**config.mk**
```make
export PLATFORM = sky130hd
export DESIGN_NAME = instr_fetch_unit
export DESIGN_NICKNAME = d
export VERILOG_FILES = /design/src/rtl/instr_fetch_unit.sv
export SDC_FILE = /design/constraint.sdc
export NUM_CORES = 1
export LEC_CHECK = 0
export CORE_MARGIN = 2
export CORE_UTILIZATION = 45
export DETAILED_ROUTE_END_ITERATION = 7
export GPL_ROUTABILITY_DRIVEN = 0
export PLACE_DENSITY_LB_ADDON = 0.25
export SLEW_MARGIN = 20
export SYNTH_ARGS = -nofsm -noshare
export SYNTH_HDL_FRONTEND = slang
export SYNTH_SLANG_ARGS = --single-unit
export TNS_END_PERCENT = 20
```
**constraint.sdc**
```tcl
create_clock -name clock -period 2.7 [get_ports clock]
set_clock_uncertainty 0.05 [all_clocks]
set_input_delay 0.405 -clock clock [delete_from_list [all_inputs] [get_ports clock]]
set_output_delay 0.405 -clock clock [all_outputs]
set_load 0.02 [all_outputs]
```
**src/rtl/instr_fetch_unit.sv**
```systemverilog
// rtl/instr_fetch_unit.sv - byte-serial 32-bit MIPS instruction fetch with decoded fields
//
// Purpose:
//   Reads one big-endian instruction as four bytes from an 8-bit instruction
//   memory, holds it in a committed register and exposes its decoded fields.
//   Partially received bytes live in a shadow buffer, so instr and its fields
//   stay stable until the whole instruction has arrived.
//
// Optional feature (macro FETCH_TIMEOUT_EN):
//   When defined, a per-byte wait counter aborts a fetch after TIMEOUT_CYC
//   cycles without mem_rdata_valid. The abort restores pc to the start
//   address and pulses fetch_err. When undefined, FETCH waits forever and
//   fetch_err is tied low.
//
// Ports:
//   clock, reset                        clock (rising edge), async active-high reset
//   fetch_start, branch_en              requests, sampled only in IDLE
//   branch_target                       new pc on branch
//   mem_addr, mem_rd_en                 byte read request to instruction memory
//   mem_rdata, mem_rdata_valid          byte returned by memory
//   pc                                  current byte pc
//   instr                               last completed instruction
//   opcode, rs, rt, rd, funct, imm      decoded fields of instr
//   instr_valid                         1-cycle pulse on commit
//   busy                                high in FETCH and DONE
//   fetch_err                           1-cycle pulse on timeout abort
module instr_fetch_unit #(
  parameter int              PC_W        = 8,
  parameter logic [PC_W-1:0] RESET_PC    = '0,
  parameter int              TIMEOUT_CYC = 16
) (
  input  logic            clock,
  input  logic            reset,
  input  logic            fetch_start,
  input  logic            branch_en,
  input  logic [PC_W-1:0] branch_target,
  output logic [PC_W-1:0] mem_addr,
  output logic            mem_rd_en,
  input  logic [7:0]      mem_rdata,
  input  logic            mem_rdata_valid,
  output logic [PC_W-1:0] pc,
  output logic [31:0]     instr,
  output logic [5:0]      opcode,
  output logic [4:0]      rs,
  output logic [4:0]      rt,
  output logic [4:0]      rd,
  output logic [5:0]      funct,
  output logic [15:0]     imm,
  output logic            instr_valid,
  output logic            busy,
  output logic            fetch_err
);

  typedef enum logic [1:0] {
    S_IDLE  = 2'd0,
    S_FETCH = 2'd1,
    S_DONE  = 2'd2
  } state_t;

  state_t          state;
  state_t          state_next;
  logic [1:0]      byte_cnt;
  logic [31:0]     shadow;
  logic [PC_W-1:0] start_pc;
  logic            byte_ok;
  logic            last_byte;
  logic            timeout;

  assign byte_ok   = (state == S_FETCH) && mem_rdata_valid;
  assign last_byte = byte_ok && (byte_cnt == 2'd3);

  // State register
  always_ff @(posedge clock or posedge reset) begin
    if (reset) begin
      state <= S_IDLE;
    end else begin
      state <= state_next;
    end
  end

  // Next-state logic
  always_comb begin
    state_next = state;
    case (state)
      S_IDLE:  if (fetch_start) state_next = S_FETCH;
      S_FETCH: begin
        if (last_byte) begin
          state_next = S_DONE;
        end else if (timeout) begin
          state_next = S_IDLE;
        end
      end
      S_DONE:  state_next = S_IDLE;
      default: state_next = S_IDLE;
    endcase
  end

  // Outputs decoded from state
  always_comb begin
    mem_rd_en   = (state == S_FETCH);
    busy        = (state != S_IDLE);
    instr_valid = (state == S_DONE);
  end

  // Datapath: pc, byte counter, shadow buffer and committed instruction
  always_ff @(posedge clock or posedge reset) begin
    if (reset) begin
      pc       <= RESET_PC;
      byte_cnt <= 2'd0;
      shadow   <= 32'd0;
      instr    <= 32'd0;
    end else begin
      case (state)
        S_IDLE: begin
          // A same-cycle branch redirects pc before the fetch starts from it.
          if (branch_en) pc <= branch_target;
          if (fetch_start) byte_cnt <= 2'd0;
        end
        S_FETCH: begin
          if (byte_ok) begin
            case (byte_cnt)
              2'd0:    shadow[31:24] <= mem_rdata;
              2'd1:    shadow[23:16] <= mem_rdata;
              2'd2:    shadow[15:8]  <= mem_rdata;
              default: shadow[7:0]   <= mem_rdata;
            endcase
            pc       <= pc + 1'b1;
            byte_cnt <= byte_cnt + 2'd1;
            // The final byte is merged directly so instr commits on the DONE entry edge.
            if (last_byte) instr <= {shadow[31:8], mem_rdata};
          end else if (timeout) begin
            pc <= start_pc;
          end
        end
        default: ;
      endcase
    end
  end

`ifdef FETCH_TIMEOUT_EN
  localparam int WAIT_W = (TIMEOUT_CYC > 1) ? $clog2(TIMEOUT_CYC) : 1;

  logic [WAIT_W-1:0] wait_cnt;

  // Timeout fires on the TIMEOUT_CYC-th consecutive FETCH cycle without a byte.
  assign timeout = (state == S_FETCH) && !mem_rdata_valid &&
                   (wait_cnt == WAIT_W'(TIMEOUT_CYC - 1));

  always_ff @(posedge clock or posedge reset) begin
    if (reset) begin
      start_pc  <= RESET_PC;
      wait_cnt  <= '0;
      fetch_err <= 1'b0;
    end else begin
      fetch_err <= timeout;
      if (state == S_IDLE && fetch_start) begin
        start_pc <= branch_en ? branch_target : pc;
      end
      if (state != S_FETCH || mem_rdata_valid || timeout) begin
        wait_cnt <= '0;
      end else begin
        wait_cnt <= wait_cnt + 1'b1;
      end
    end
  end
`else
  assign timeout   = 1'b0;
  assign start_pc  = pc;
  assign fetch_err = 1'b0;
`endif

  assign mem_addr = pc;
  assign opcode   = instr[31:26];
  assign rs       = instr[25:21];
  assign rt       = instr[20:16];
  assign rd       = instr[15:11];
  assign funct    = instr[5:0];
  assign imm      = instr[15:0];

endmodule
```
## Word-level counts from Yosys, hierarchy flattened

Index checks and enable logic that the tools add are counted.

- Add/sub/neg operators: 2
- Reductions and logical operators: 13
- Multiplexer cells: 9
- Equal/unequal tests: 9

Operator list:

| cell | count |
|---|---|
| AND reduction 3 bit | 6 |
| two-way mux 8 bit | 2 |
| case mux 8 bit (2 select lines) | 1 |
| adder 8 x 1 -> 8 bit, second input constant | 1 |
| two-way mux 2 bit | 4 |
| case mux 2 bit (2 select lines) | 2 |
| == test 2 bit, second input constant | 3 |
| == test 2 x 1 -> 1 bit, second input constant | 2 |
| zero test 2 bit | 2 |
| != test 2 x 1 -> 1 bit, second input constant | 2 |
| != test 2 bit, second input constant | 2 |
| nonzero test 2 bit | 2 |
| adder 2 x 1 -> 2 bit, second input constant | 1 |
| logical AND 1 bit | 2 |
| AND reduction 2 bit | 1 |

- Output and inout port bits: 95
- Register bits: 68
- Input port bits: 21
- Word-level logic and storage cells: 40

## Longest topological paths before layout

Gate-level depths: netlist of the first run.

- Depth in word-level cells: 5
- Gate-level depth with buffers: 6
- Mapped depth without buffers: 5

## Least setup slack after synthesis of the first run

Ideal clock, no wire load.

- Path kind: register to register
- Start: reg state[0]
- End: reg instr[0]
- Path slack: 1.192 ns
- Stages on the path, launching flop included: 6
- Path buffers: 2
- Library setup time: 0.125 ns
- Arrival: 1.333 ns
- Path through: dfrtp_1 -> and2b_1 -> buf_4 -> nand3_4 -> buf_6 -> mux2_4

- Word-level cells in the longest chain between the ends: 4

RTL lines:

| element | line | text |
|---|---|---|
| start, declared | 60 | `state_t state;` |
| start signal, assigned | 77 | `state <= state_next;` |
| == test 2 x 1 -> 1 bit (*) | 69, 113 |  |
| logical AND 1 bit | 69 | `assign byte_ok = (state == S_FETCH) && mem_rdata_valid;` |
| logical AND 1 bit | 70 | `assign last_byte = byte_ok && (byte_cnt == 2'd3);` |
| AND reduction 3 bit (no source line) (*) | -- |  |
| end signal, assigned | 130 | `if (last_byte) instr <= {shadow[31:8], mem_rdata};` |
| end, declared | 42 | `output logic [31:0] instr,` |

Every way passes the cells marked *; elsewhere a longest branch is shown, timed or not.
A chain may end at the register's enable or synchronous reset.

## Worst setup path after layout of the first run

- Start: reg state[1]
- End: out mem_rd_en

- Word-level cells in the longest chain between the ends: 1

RTL lines:

| element | line | text |
|---|---|---|
| == test 2 x 1 -> 1 bit | 100 | `mem_rd_en = (state == S_FETCH);` |
| end, declared | 38 | `output logic mem_rd_en,` |

Every way passes these cells.

==> results of run 1 <==
==> cell type report <==
| type | count | area [um2] | area share, % |
|---|---|---|---|
| sequential | 68 | 1700 | 38.5 |
| timing repair buffer | 119 | 1200 | 27.2 |
| multi-input combinational | 122 | 1170 | 26.4 |
| clock buffer | 10 | 138 | 3.11 |
| tap | 99 | 124 | 2.80 |
| clock inverter | 6 | 63.8 | 1.44 |
| inverter | 6 | 22.5 | 0.509 |
==> sequential cells by signal, summed over array words and instances (netlist names) <==
register  cells
instr        32
shadow       24
mem_addr      8
byte_cnt      2
state         2
==> cell families (layout without fill, tap and decap cells) <==
kind of cell,count (synthesis),count (layout),share of synthesized area [%]
AOI/OAI and AO/OA,28,28,4.90
and+or+nand+nor,29,29,5.20
DFF,68,68,50.9
buffers and inverters,66,141,14.1
muxes,59,59,22.9
adders and majority gates,5,5,1.87
other,1,1,0.112
==> layout by cell type, fill, tap and decap left out, types with 2 or more instances in the layout <==
| cell | n |
|---|---|
| clkinvlp_4 | 2 |
| or2_2 | 2 |
| mux2_4 | 28 |
| o21ai_0 | 8 |
| nand3_2 | 3 |
| buf_12 | 2 |
| a21oi_1 | 10 |
| clkbuf_8 | 10 |
| mux2i_1 | 3 |
| nand3_1 | 7 |
| ha_1 | 5 |
| and3_1 | 2 |
| mux2_2 | 28 |
| inv_1 | 5 |
| clkinv_2 | 2 |
| dfrtp_1 | 68 |
| o22ai_1 | 5 |
| a2bb2oi_1 | 2 |
| a22o_1 | 2 |
| buf_4 | 3 |
| nand2b_1 | 2 |
| clkdlybuf4s50_1 | 114 |
| nor2b_1 | 2 |
| nand2_1 | 8 |
==> per-stage QoR <==
step / setup WS (ns) / util [%] / total power, W
3_3_place_gp: 0.536 / 58.5 / 0.00523
3_5_place_dp: 0.471 / 58.5 / 0.00531
6_report: 0.353 / 61.3 / 0.00610
4_1_cts: 0.327 / 61.3 / 0.00617
2_1_floorplan: 0.533 / - / 0.00422
5_1_grt: 0.273 / 61.3 / 0.00643
==> worst max-delay path, cell delays in order, from the launching register on <==
cell	delay (ns)
dfrtp_1	0.43
and2b_1	0.45
clkdlybuf4s50_1	0.68
==> path summary, 6_finish.rpt <==
| kind | end | cells past startpoint | start | slack (ns) |
|---|---|---|---|---|
| max | mem_rd_en | 2 | state[1] | 0.35 |
| min | mem_addr[3] | 2 | reset | 0.34 |
| max reg2reg | instr[2] | 4 | state[1] | 0.76 |
| min reg2reg | instr[27] | 1 | shadow[27] | 0.45 |
| max in group asynchronous | instr[24] | 3 | reset | 1.66 |
| min in group clock | instr[27] | 1 | shadow[27] | 0.45 |
==> power groups by stage <==
stage               logic [W]  clock network, W  registers, W
floorplan             0.00202                 0       0.00220
global placement      0.00329                 0       0.00193
detailed placement    0.00335                 0       0.00196
CTS                   0.00336          0.000871       0.00194
global route          0.00350          0.000907       0.00202
finish                0.00332          0.000844       0.00193
==> metal layers <==
| layer | up-vias | GRT usage (%) | wire [um] |
|---|---|---|---|
| met1 | 1013 | 19.2 | 2820 |
| met2 | 70 | 26.8 | 3070 |
| met4 | 0 | 6.92 | 106 |
| met3 | 8 | 5.36 | 342 |
| met5 | - | 0 | 0 |
| li1 | 966 | - | - |
==> qor.csv, run 1 <==
metric,value,unit
synth unique cells,27,
Period minus WS final,2.35,ns
Finished Layout Cells,430,
Rows,31,
die area,0.00814,mm2
Sw Pwr,0.00234,W
DRC viols,0,
Initial Util,46.4,%
fmax,0.426,GHz
register area share after synthesis,50.9,%
Syn Nets,282,
CP arrival,1.89,ns
Initial DRT Pass Iterations,8,
Post-synth EDFFs,0,
Vert. Die Dim,90.2,um
Worst-path clk slew,0.07,ns
Worst Setup Start Kind,register,
Tcrit/Tclk final,86.9,%
Detailed Place HPWL,4.53,mm
WP data required,2.25,ns
"count leader, synth",dfrtp_1,
initial antenna violation count,0,
Max-Cap Viols,0,
cts bufs inserted,9,
DP Area,0.00422,mm2
internal power,0.00376,W
I/O Pins,116,
via count,2057,
Post-Route WL,6.34,mm
Avg WL per Cell,14.7,um
"Avg Cell Area, Syn",13.1,um2
Post-CTS Setup Bufs,0,
Pins Over Slew Limit,0,
CTS Buffer Depth,2,
worst skew pair latency,0.35,ns
Post-CTS Resized,0,
clk root buf,clkbuf_8,
largest net degree at the start of global routing,50,
"critical path fanouts, max",7,
Inst Count DP,414,
drt first-iter violations,75,
Clock power frac,13.8,%
Horiz. Die Dim,90.2,um
fillers,595,
vias in the first global route,2017,
Leakage Power,2.00,nW
gr ovfl total,0,
share of cells above drive strength 1,25.4,%
Hold Path Class,primary input to asynchronous set/reset pin,
VDD IR-drop max,672,uV
Port Buffers,114,
NumNets Final,352,
Layout area overhead,32.2,%
synthesized flop and latch total,68,
via/cell ratio,4.78,
antenna-violating nets left,0,
Synth top cells by count,"dfrtp_1, buf_4, mux2_2, mux2_4, a21oi_1",
async set-reset flop share out of synthesis,100,%
gr usage total,16.1,%
H-Tree Depth,3,
RSZ-0062 raised after global routing,false,
"Primary FF master, synth",dfrtp_1,
CP Class,register to output pin,
Reg power frac,31.7,%
first-pass GRT wire length,10.2,mm
synthesized area,0.00334,mm2
Logic pwr share,54.5,%
core area,0.00721,mm2
post-synth top area share,50.9,%
clk sinks,68,
status,finished clean,
cell taking the most area after synthesis,dfrtp_1,
Hold WS,0.337,ns
synth warn,0,
TritonCTS clock tree,built,
cell area after layout,0.00442,mm2
Antenna diodes,0,
Pwr Density,1380,mW/mm2
CP endpoint kind,output pin,
Switching Share,38.4,%
Mapped Cells,256,
Hold Fails Final Rpt,0,
Synth area leaders,"dfrtp_1, mux2_4, buf_4",
final setup TNS,0,ns
Final Setup Violations,0,
Post-CTS Hold Buffers,0,
Note: power is estimated with default switching activity, not from simulation.
==> run 2, diff against run 1 <==
- CAP_MARGIN: default -> 20
==> results of run 2 <==
Final layout, timing and power as in run 1 (identical DEF).
